## src/rtl/led_seq_ctrl.sv

```systemverilog
// rtl/led_seq_ctrl.sv - memory-mapped autonomous LED sequencer; optional PWM dimming with LED_PWM_EN
module led_seq_ctrl #(
    parameter int NUM_LEDS     = 4,
    parameter int RESET_PERIOD = 1000
) (
    input  logic                clk,
    input  logic                rst,
    input  logic                sel,
    input  logic                we,
    input  logic [4:0]          addr,
    input  logic [31:0]         wdata,
    output logic [31:0]         rdata,
    output logic [NUM_LEDS-1:0] leds,
    output logic                step_pulse
);
    localparam logic [2:0] REG_DATA   = 3'd0;
    localparam logic [2:0] REG_MODE   = 3'd1;
    localparam logic [2:0] REG_PERIOD = 3'd2;
    localparam logic [2:0] REG_STATUS = 3'd3;
    localparam logic [2:0] REG_BRIGHT = 3'd4;

    localparam logic [1:0] MODE_DIRECT = 2'd0;
    localparam logic [1:0] MODE_ROTL   = 2'd1;
    localparam logic [1:0] MODE_ROTR   = 2'd2;
    localparam logic [1:0] MODE_BLINK  = 2'd3;

    typedef enum logic {
        IDLE = 1'b0,
        RUN  = 1'b1
    } state_t;

    state_t              state;
    state_t              state_next;
    logic [NUM_LEDS-1:0] pattern;
    logic [NUM_LEDS-1:0] pattern_rot;
    logic [NUM_LEDS-1:0] seq_leds;
    logic [1:0]          mode;
    logic [31:0]         period;
    logic [31:0]         period_last;
    logic [31:0]         cnt;
    logic                phase;
    logic [15:0]         step_count;
    logic [2:0]          reg_sel;
    logic                wr_data;
    logic                wr_mode;
    logic                wr_period;
    logic                cfg_write;
    logic                rd_en;
    logic                step;
    logic                running;
    logic [31:0]         rd_value;
    logic                unused_addr_bits;

    assign reg_sel          = addr[4:2];
    assign unused_addr_bits = ^addr[1:0];
    assign rd_en            = sel & ~we;
    assign wr_data          = sel & we & (reg_sel == REG_DATA);
    assign wr_mode          = sel & we & (reg_sel == REG_MODE);
    assign wr_period        = sel & we & (reg_sel == REG_PERIOD);
    // Any configuration write restarts the step timer and suppresses a coincident step.
    assign cfg_write        = wr_data | wr_mode | wr_period;
    // A period of zero behaves like a period of one.
    assign period_last      = (period == 32'd0) ? 32'd0 : period - 32'd1;
    assign step             = (state == RUN) && (cnt == period_last) && !cfg_write;

    // Rotated pattern for the current mode; other modes keep the pattern.
    always_comb begin
        pattern_rot = pattern;
        case (mode)
            MODE_ROTL: pattern_rot = {pattern[NUM_LEDS-2:0], pattern[NUM_LEDS-1]};
            MODE_ROTR: pattern_rot = {pattern[0], pattern[NUM_LEDS-1:1]};
            default:   pattern_rot = pattern;
        endcase
    end

    // FSM state register.
    always_ff @(posedge clk or posedge rst) begin
        if (rst) begin
            state <= IDLE;
        end else begin
            state <= state_next;
        end
    end

    // FSM next state: only MODE writes move between IDLE and RUN.
    always_comb begin
        state_next = state;
        case (state)
            IDLE:    if (wr_mode && (wdata[1:0] != MODE_DIRECT)) state_next = RUN;
            RUN:     if (wr_mode && (wdata[1:0] == MODE_DIRECT)) state_next = IDLE;
            default: state_next = IDLE;
        endcase
    end

    // FSM outputs: running flag and the unmasked LED pattern.
    always_comb begin
        running  = (state == RUN);
        seq_leds = pattern;
        if (running && (mode == MODE_BLINK) && phase) begin
            seq_leds = '0;
        end
    end

    // Software-visible registers; a DATA write takes priority over a rotate.
    always_ff @(posedge clk or posedge rst) begin
        if (rst) begin
            pattern <= '0;
            mode    <= MODE_DIRECT;
            period  <= 32'(RESET_PERIOD);
        end else begin
            if (wr_data) begin
                pattern <= wdata[NUM_LEDS-1:0];
            end else if (step) begin
                pattern <= pattern_rot;
            end
            if (wr_mode) begin
                mode <= wdata[1:0];
            end
            if (wr_period) begin
                period <= wdata;
            end
        end
    end

    // Step timer, blink phase and step counter.
    always_ff @(posedge clk or posedge rst) begin
        if (rst) begin
            cnt        <= 32'd0;
            phase      <= 1'b0;
            step_count <= 16'd0;
            step_pulse <= 1'b0;
        end else begin
            step_pulse <= step;
            if (cfg_write || (state != RUN) || step) begin
                cnt <= 32'd0;
            end else begin
                cnt <= cnt + 32'd1;
            end
            if (cfg_write) begin
                phase <= 1'b0;
            end else if (step && (mode == MODE_BLINK)) begin
                phase <= ~phase;
            end
            if (step) begin
                step_count <= step_count + 16'd1;
            end
        end
    end

`ifdef LED_PWM_EN
    logic [7:0] bright;
    logic [7:0] pwm_cnt;
    logic       pwm_on;

    assign pwm_on = (pwm_cnt < bright);

    // Brightness register and free-running PWM counter.
    always_ff @(posedge clk or posedge rst) begin
        if (rst) begin
            bright  <= 8'hFF;
            pwm_cnt <= 8'd0;
        end else begin
            pwm_cnt <= pwm_cnt + 8'd1;
            if (sel && we && (reg_sel == REG_BRIGHT)) begin
                bright <= wdata[7:0];
            end
        end
    end

    // LED drive gated by the PWM duty cycle.
    always_ff @(posedge clk or posedge rst) begin
        if (rst) begin
            leds <= '0;
        end else begin
            leds <= seq_leds & {NUM_LEDS{pwm_on}};
        end
    end
`else
    // LED drive straight from the sequencer.
    always_ff @(posedge clk or posedge rst) begin
        if (rst) begin
            leds <= '0;
        end else begin
            leds <= seq_leds;
        end
    end
`endif

    // Read mux; unmapped offsets return zero.
    always_comb begin
        rd_value = 32'd0;
        case (reg_sel)
            REG_DATA:   rd_value = {{(32-NUM_LEDS){1'b0}}, pattern};
            REG_MODE:   rd_value = {30'd0, mode};
            REG_PERIOD: rd_value = period;
            REG_STATUS: rd_value = {step_count, 15'd0, running};
`ifdef LED_PWM_EN
            REG_BRIGHT: rd_value = {24'd0, bright};
`endif
            default:    rd_value = 32'd0;
        endcase
    end

    // Registered read data, updated only on a read access.
    always_ff @(posedge clk or posedge rst) begin
        if (rst) begin
            rdata <= 32'd0;
        end else if (rd_en) begin
            rdata <= rd_value;
        end
    end

endmodule
```

## config.mk

```make
export PLATFORM = sky130hd
export DESIGN_NAME = led_seq_ctrl
export DESIGN_NICKNAME = d
export VERILOG_FILES = /design/src/rtl/led_seq_ctrl.sv
export SDC_FILE = /design/constraint.sdc
export NUM_CORES = 1
export LEC_CHECK = 0
export BUFFER_PORTS_ARGS = -buffer_cell sky130_fd_sc_hd__buf_2
export CORE_MARGIN = 3
export CORE_UTILIZATION = 64
export DETAILED_ROUTE_END_ITERATION = 8
export PLACE_DENSITY_LB_ADDON = 0.08
export SYNTH_ARGS = -nofsm -noshare
export SYNTH_HDL_FRONTEND = slang
export SYNTH_SLANG_ARGS = --single-unit
```

## constraint.sdc

```tcl
create_clock -name clk -period 6.9 [get_ports clk]
set_input_delay 0 -clock clk [delete_from_list [all_inputs] [get_ports clk]]
set_output_delay 0 -clock clk [all_outputs]
set_load 0.02 [all_outputs]
```

; ---- Yosys cells after proc, flatten, opt, wreduce, memory -nomap -nowiden
; Cells that the tools add are included.
[op_classes]
n_addsub = 3
n_bitwise = 10
mux = 12
reduce_logical = 18
eq_ne = 7
[op_table]
columns = op, count
row1 = $pmux W32 S4, 1
row2 = $mux W32, 2
row3 = $add A32 B1 Y32 const B, 1
row4 = $eq A32 B32 Y1, 1
row5 = $logic_not A32 Y1, 1
row6 = $sub A32 B1 Y32 const B, 1
row7 = $add A16 B1 Y16 const B, 1
row8 = $mux W4, 3
row9 = $pmux W4 S2, 1
row10 = $logic_and A1 B1 Y1, 7
row11 = $eq A3 B2 Y1 const B, 2
row12 = $reduce_bool A2 Y1, 3
row13 = $and A1 B1 Y1, 5
row14 = $eq A2 B2 Y1 const B, 2
row15 = $mux W1, 4
row16 = $eq A3 B1 Y1 const B, 1
row17 = $logic_not A3 Y1, 1
row18 = $not A1 Y1, 3
row19 = $reduce_bool A3 Y1, 1
row20 = $eq A2 B1 Y1 const B, 1
row21 = $logic_not A2 Y1, 1
row22 = $logic_or A1 B1 Y1, 2
row23 = $or A1 B1 Y1, 2
row24 = $pmux W1 S2, 1
row25 = other kinds (2), 2
[word_totals]
register_bits = 125
word_cells = 60

; ---- Logic depth before layout (Yosys ltp)
[logic_depth]
depth_word = 9
ltp_mapped = 16
mapped_depth_nobuf = 12

; ---- Worst setup path before layout
; OpenSTA, ideal clock, no wires.
[synth_path]
path_type = register -> register
startpoint = register period[0]
endpoint = register cnt[24]
arrival_time_ns = 3.474
synth_period_minus_slack_ns = 3.593
slack_ns = 3.307
required_time_ns = 6.781
stages_incl_launch_ff = 15
cell_sequence = dfrtp_1 inv_1 ha_1 nor3b_1 nand4_1 or3_1 and3_1 or3_1 nor4_1 nand4_1 nor3_4 or2_1 buf_2 buf_4 nor2_1
[synth_via]
elab_chain_cells = 7
word_cells_on_any_way = 8
[synth_rtl]
columns = item, line_no
row1 = "start, declared", 38  ; logic [31:0] period;
row2 = "start signal, assigned", 109  ; period <= 32'(RESET_PERIOD);
row3 = "start signal, assigned", 120  ; period <= wdata;
row4 = $sub A32 B1 Y32 / $logic_not A32 Y1 (equally long branches), 63  ; assign period_last = (period == 32'd0) ? 32'd0 : period - 32'd1;
row5 = $mux W32 (*), 63
row6 = $eq A32 B32 Y1 (*), 64  ; assign step = (state == RUN) && (cnt == period_last) && !cfg_write;
row7 = $logic_and A1 B1 Y1 (*) (2 in a row), 64
row8 = $logic_or A1 B1 Y1 (*), 134  ; if (cfg_write || (state != RUN) || step) begin
row9 = $mux W32 (*), 134
row10 = "end signal, assigned", 137  ; cnt <= cnt + 32'd1;
row11 = "end, declared", 40  ; logic [31:0] cnt;
; Every way passes the cells marked *; elsewhere a longest branch is shown, timed or not.
; A chain may end at the register's enable or synchronous reset.

; ---- Worst setup path after layout
[layout_path]
startpoint = register period[0]
endpoint = register cnt[25]
; Same word-level chain as after synthesis.

==> results.py <==
metrics = {
    "die": {
        "fp-row-count": 37,
        "ioPinCount": 78,
        "dieArea_um2": 12300,
        "dieWidth_um": 111,
        "coreArea_um2": 10500,
        "chipHeight_um": 111,
        "start_util_pct": 66.8,
    },
    "detailed_routing": {
        "routed-via-count": 6287,
        "post_drt_wl_per_cell_um": 20.2,
        "dr.first_iter.drc_count": 803,
        "viasPerCell": 6.37,
        "first_pass_iters": 5,
        "postRouteAntennaNets": 0,
        "wl_mm": 19.9,
        "post-route-drc-count": 0,
    },
    "min_path": {
        "min_path_type": "in -> async",
    },
    "setup_path": {
        "timing.reg2reg.setup_slack_ns": 2.21,
        "r2r_start": "period[0]",
        "critPathCaptureType": "flip-flop",
        "worst_setup_path_start_kind": "flip-flop",
        "cp.arrival_ns": 5.07,
        "path_class": "reg -> reg",
        "rr_worst_depth": 12,
        "slowest_stage": "or2_1",
        "crit_start": "period[0]",
        "worstReg2RegEnd": "cnt[25]",
        "worst_ep_required_time_ns": 7.28,
        "cp-endpoint": "cnt[25]",
        "crit_chain": "inv_1 -> ha_1 -> nor3b_1 -> nand4_1 -> or3_1 -> and3_1 -> or3_1 -> nor4_1 -> nand4_1 -> nor3_4 -> or2_1 -> nor2_1",
        "critPathMaxStageDelay_ns": 0.86,
        "path_max_fanout": 32,
    },
    "timing": {
        "clock_skew_ns": 0.00775,
        "finalHoldViolations": 0,
        "drv_slew": 0,
        "tightest_slew_ns": 1.24,
        "grt_setup_unrepaired": "no",
        "finalSetupViolCount": 0,
        "hold_ws_ns": 0.0432,
        "period_needed_ns": 4.69,
        "slew_headroom_pct": 16.7,
        "fin_setup_tns_ns": 0,
        "fmax_mhz": 213,
        "finalWorstSetupSlack_ns": 2.21,
        "fin_crit_sh_pct": 68.0,
    },
    "final_layout": {
        "fill_cells": 676,
        "fin_util_pct": 79.4,
        "nets": 885,
        "stdcell_area_um2": 8350,
        "area_growth_pct": 18.9,
        "layoutNonFillerInstCount": 987,
        "layout-drive-gt1-share_pct": 18.2,
        "diodes": 0,
    },
    "cts": {
        "htree_levels": 4,
        "root_buffer": "clkbuf_8",
        "post_cts_buffers": 0,
        "clk-insertion-delay-late_ns": 0.55,
        "clk_transition_reported_paths_ns": 0.06,
        "cts_tree": "yes",
        "numCtsBuffers": 17,
        "clock_sinks": 125,
        "clockBufferDepth": 2,
    },
    "placement": {
        "dpl.cell_count": 914,
        "place_area_um2": 7370,
        "dp_hpwl_mm": 12.6,
        "place_worst_setup_slack_ns": 2.28,
        "io_buffers": 75,
        "place_congestion": 0.883,
    },
    "logic_synthesis": {
        "synth_common_cells": "119 x dfrtp_1, 85 x nand2_1, 73 x nor2_1",
        "synth_edf_count": 0,
        "synth_largest_area_cell": "dfrtp_1",
        "synth_top_area_share_pct": 42.4,
        "ys_ff_latch": 125,
        "synthTopCellsByArea": "dfrtp_1 42%, xnor2_1 6.1%, mux2_2 5.1%",
        "syn_area_um2": 7020,
        "postSynth.asyncResetShare_pct": 100,
        "ys.flop_type": "dfrtp_1",
        "yosysWarnings": 0,
        "synth.avg_cell_area_um2": 9.31,
        "synth_cells": 754,
        "syn_nets": 799,
        "post-synth-top-count-cell": "dfrtp_1",
        "seq_area_frac_synth_pct": 44.7,
        "synth.distinct_cells": 66,
    },
    "grt": {
        "grt_pass1_vias": 6499,
        "grt_pass1_wl_mm": 33.1,
        "grt_overflow_total": 0,
        "antenna_found_initial": 0,
        "track_usage_pct": 33.7,
        "grt_max_degree": 86,
    },
    "power_and_ir_drop": {
        "vdd_ir_drop_max_v": 0.000209,
        "power.density_nw_per_um2": 270,
        "power_mw": 2.25,
        "leakagePower_nw": 3.54,
    },
    "run_status": {
        "status": "completed",
    },
    "job": {
        "maxCapViolCount": 0,
    },
}
flip-flops by register name, summed over array words and instances (netlist names), named ones only:
name        flops
cnt            32
period         32
rdata          32
step_count     16
leds            4
pattern         4
mode            2
phase           1
step_pulse      1
placed cells by master (no fill, tap or decap), types with 6 or more instances in the layout:
cell	netlist	routed
a21oi_1	11	11
a22oi_1	17	17
and2_1	13	13
and3_1	15	15
buf_2	2	75
clkbuf_16	0	16
clkbuf_8	0	6
dfrtp_1	119	119
dfstp_2	6	6
dlygate4sd3_1	0	43
inv_1	13	12
mux2_2	32	32
nand2_1	85	85
nand3_1	28	28
nand4_1	24	24
nor2_1	73	73
nor3_1	21	21
nor4_1	20	20
o21ai_0	41	41
o31ai_1	6	6
or3_1	8	8
or4_1	8	8
xnor2_1	49	49
xor2_1	24	24
worst min path at each step:
stage	to	slack, ns	depth (start not counted)
final	period[2]	0.04	3
after global routing	pattern[1]	0.09	3
after CTS	leds[2]	0.05	3
after detailed placement	leds[2]	0.07	2
after global placement	period[2]	0.06	2
after floorplan	period[9]	0.11	2
area by class of cell:
type | instances | area (um2) | area share (%)
Clock buffer | 24 | 490 | 5.87
Clock inverter | 6 | 60.1 | 0.719
Inverter | 13 | 51.3 | 0.614
Multi-Input combinational cell | 561 | 3610 | 43.2
Sequential cell | 125 | 3140 | 37.6
Tap cell | 136 | 170 | 2.04
Timing Repair Buffer | 122 | 836 | 10.0
critical path, delay by kind of cell, from the launching register on:
kind	cells	cell delay, ns
buffers and inverters	1	0.14
and+or+nand+nor	10	3.70
DFF	1	0.47
adders and majority gates	1	0.21
kinds of logic (layout without fill, tap and decap cells):
logic type	count (synthesis)	count (layout)	synth area share, %
AND/OR/NAND/NOR	331	331	24.2
flip-flops	125	125	44.7
AO/OA/AOI/OAI	113	113	10.7
XOR/XNOR	74	74	9.43
buffers and inverters	68	165	3.99
multiplexers	39	39	6.33
adder cells (fa/ha/maj)	4	4	0.713
power by group:
part | internal [mW] | total, mW | switching (mW) | leakage (nW)
clock network | 0.520 | 0.841 | 0.322 | 0.269
logic | 0.197 | 0.443 | 0.247 | 1.62
registers | 0.817 | 0.968 | 0.152 | 1.65
total | 1.53 | 2.25 | 0.720 | 3.54
routing by layer:
metal	up-vias	track usage (%)	share of wire [%]
met1	3076	43.3	41
met2	301	56.7	50
met3	52	6.77	7.1
met5	-	0	0
li1	2858	-	-
met4	0	12.5	2.3
what timing repair did:
| item | 4_1_cts | 5_1_grt |
|---|---|---|
| hold buffers | 43 | 0 |
| endpoints found under the setup margin | 0 | 0 |
| hold endpoints to repair | 84 | 0 |
| resized for setup | 0 | 0 |
Power figures use the tool's default switching activity.
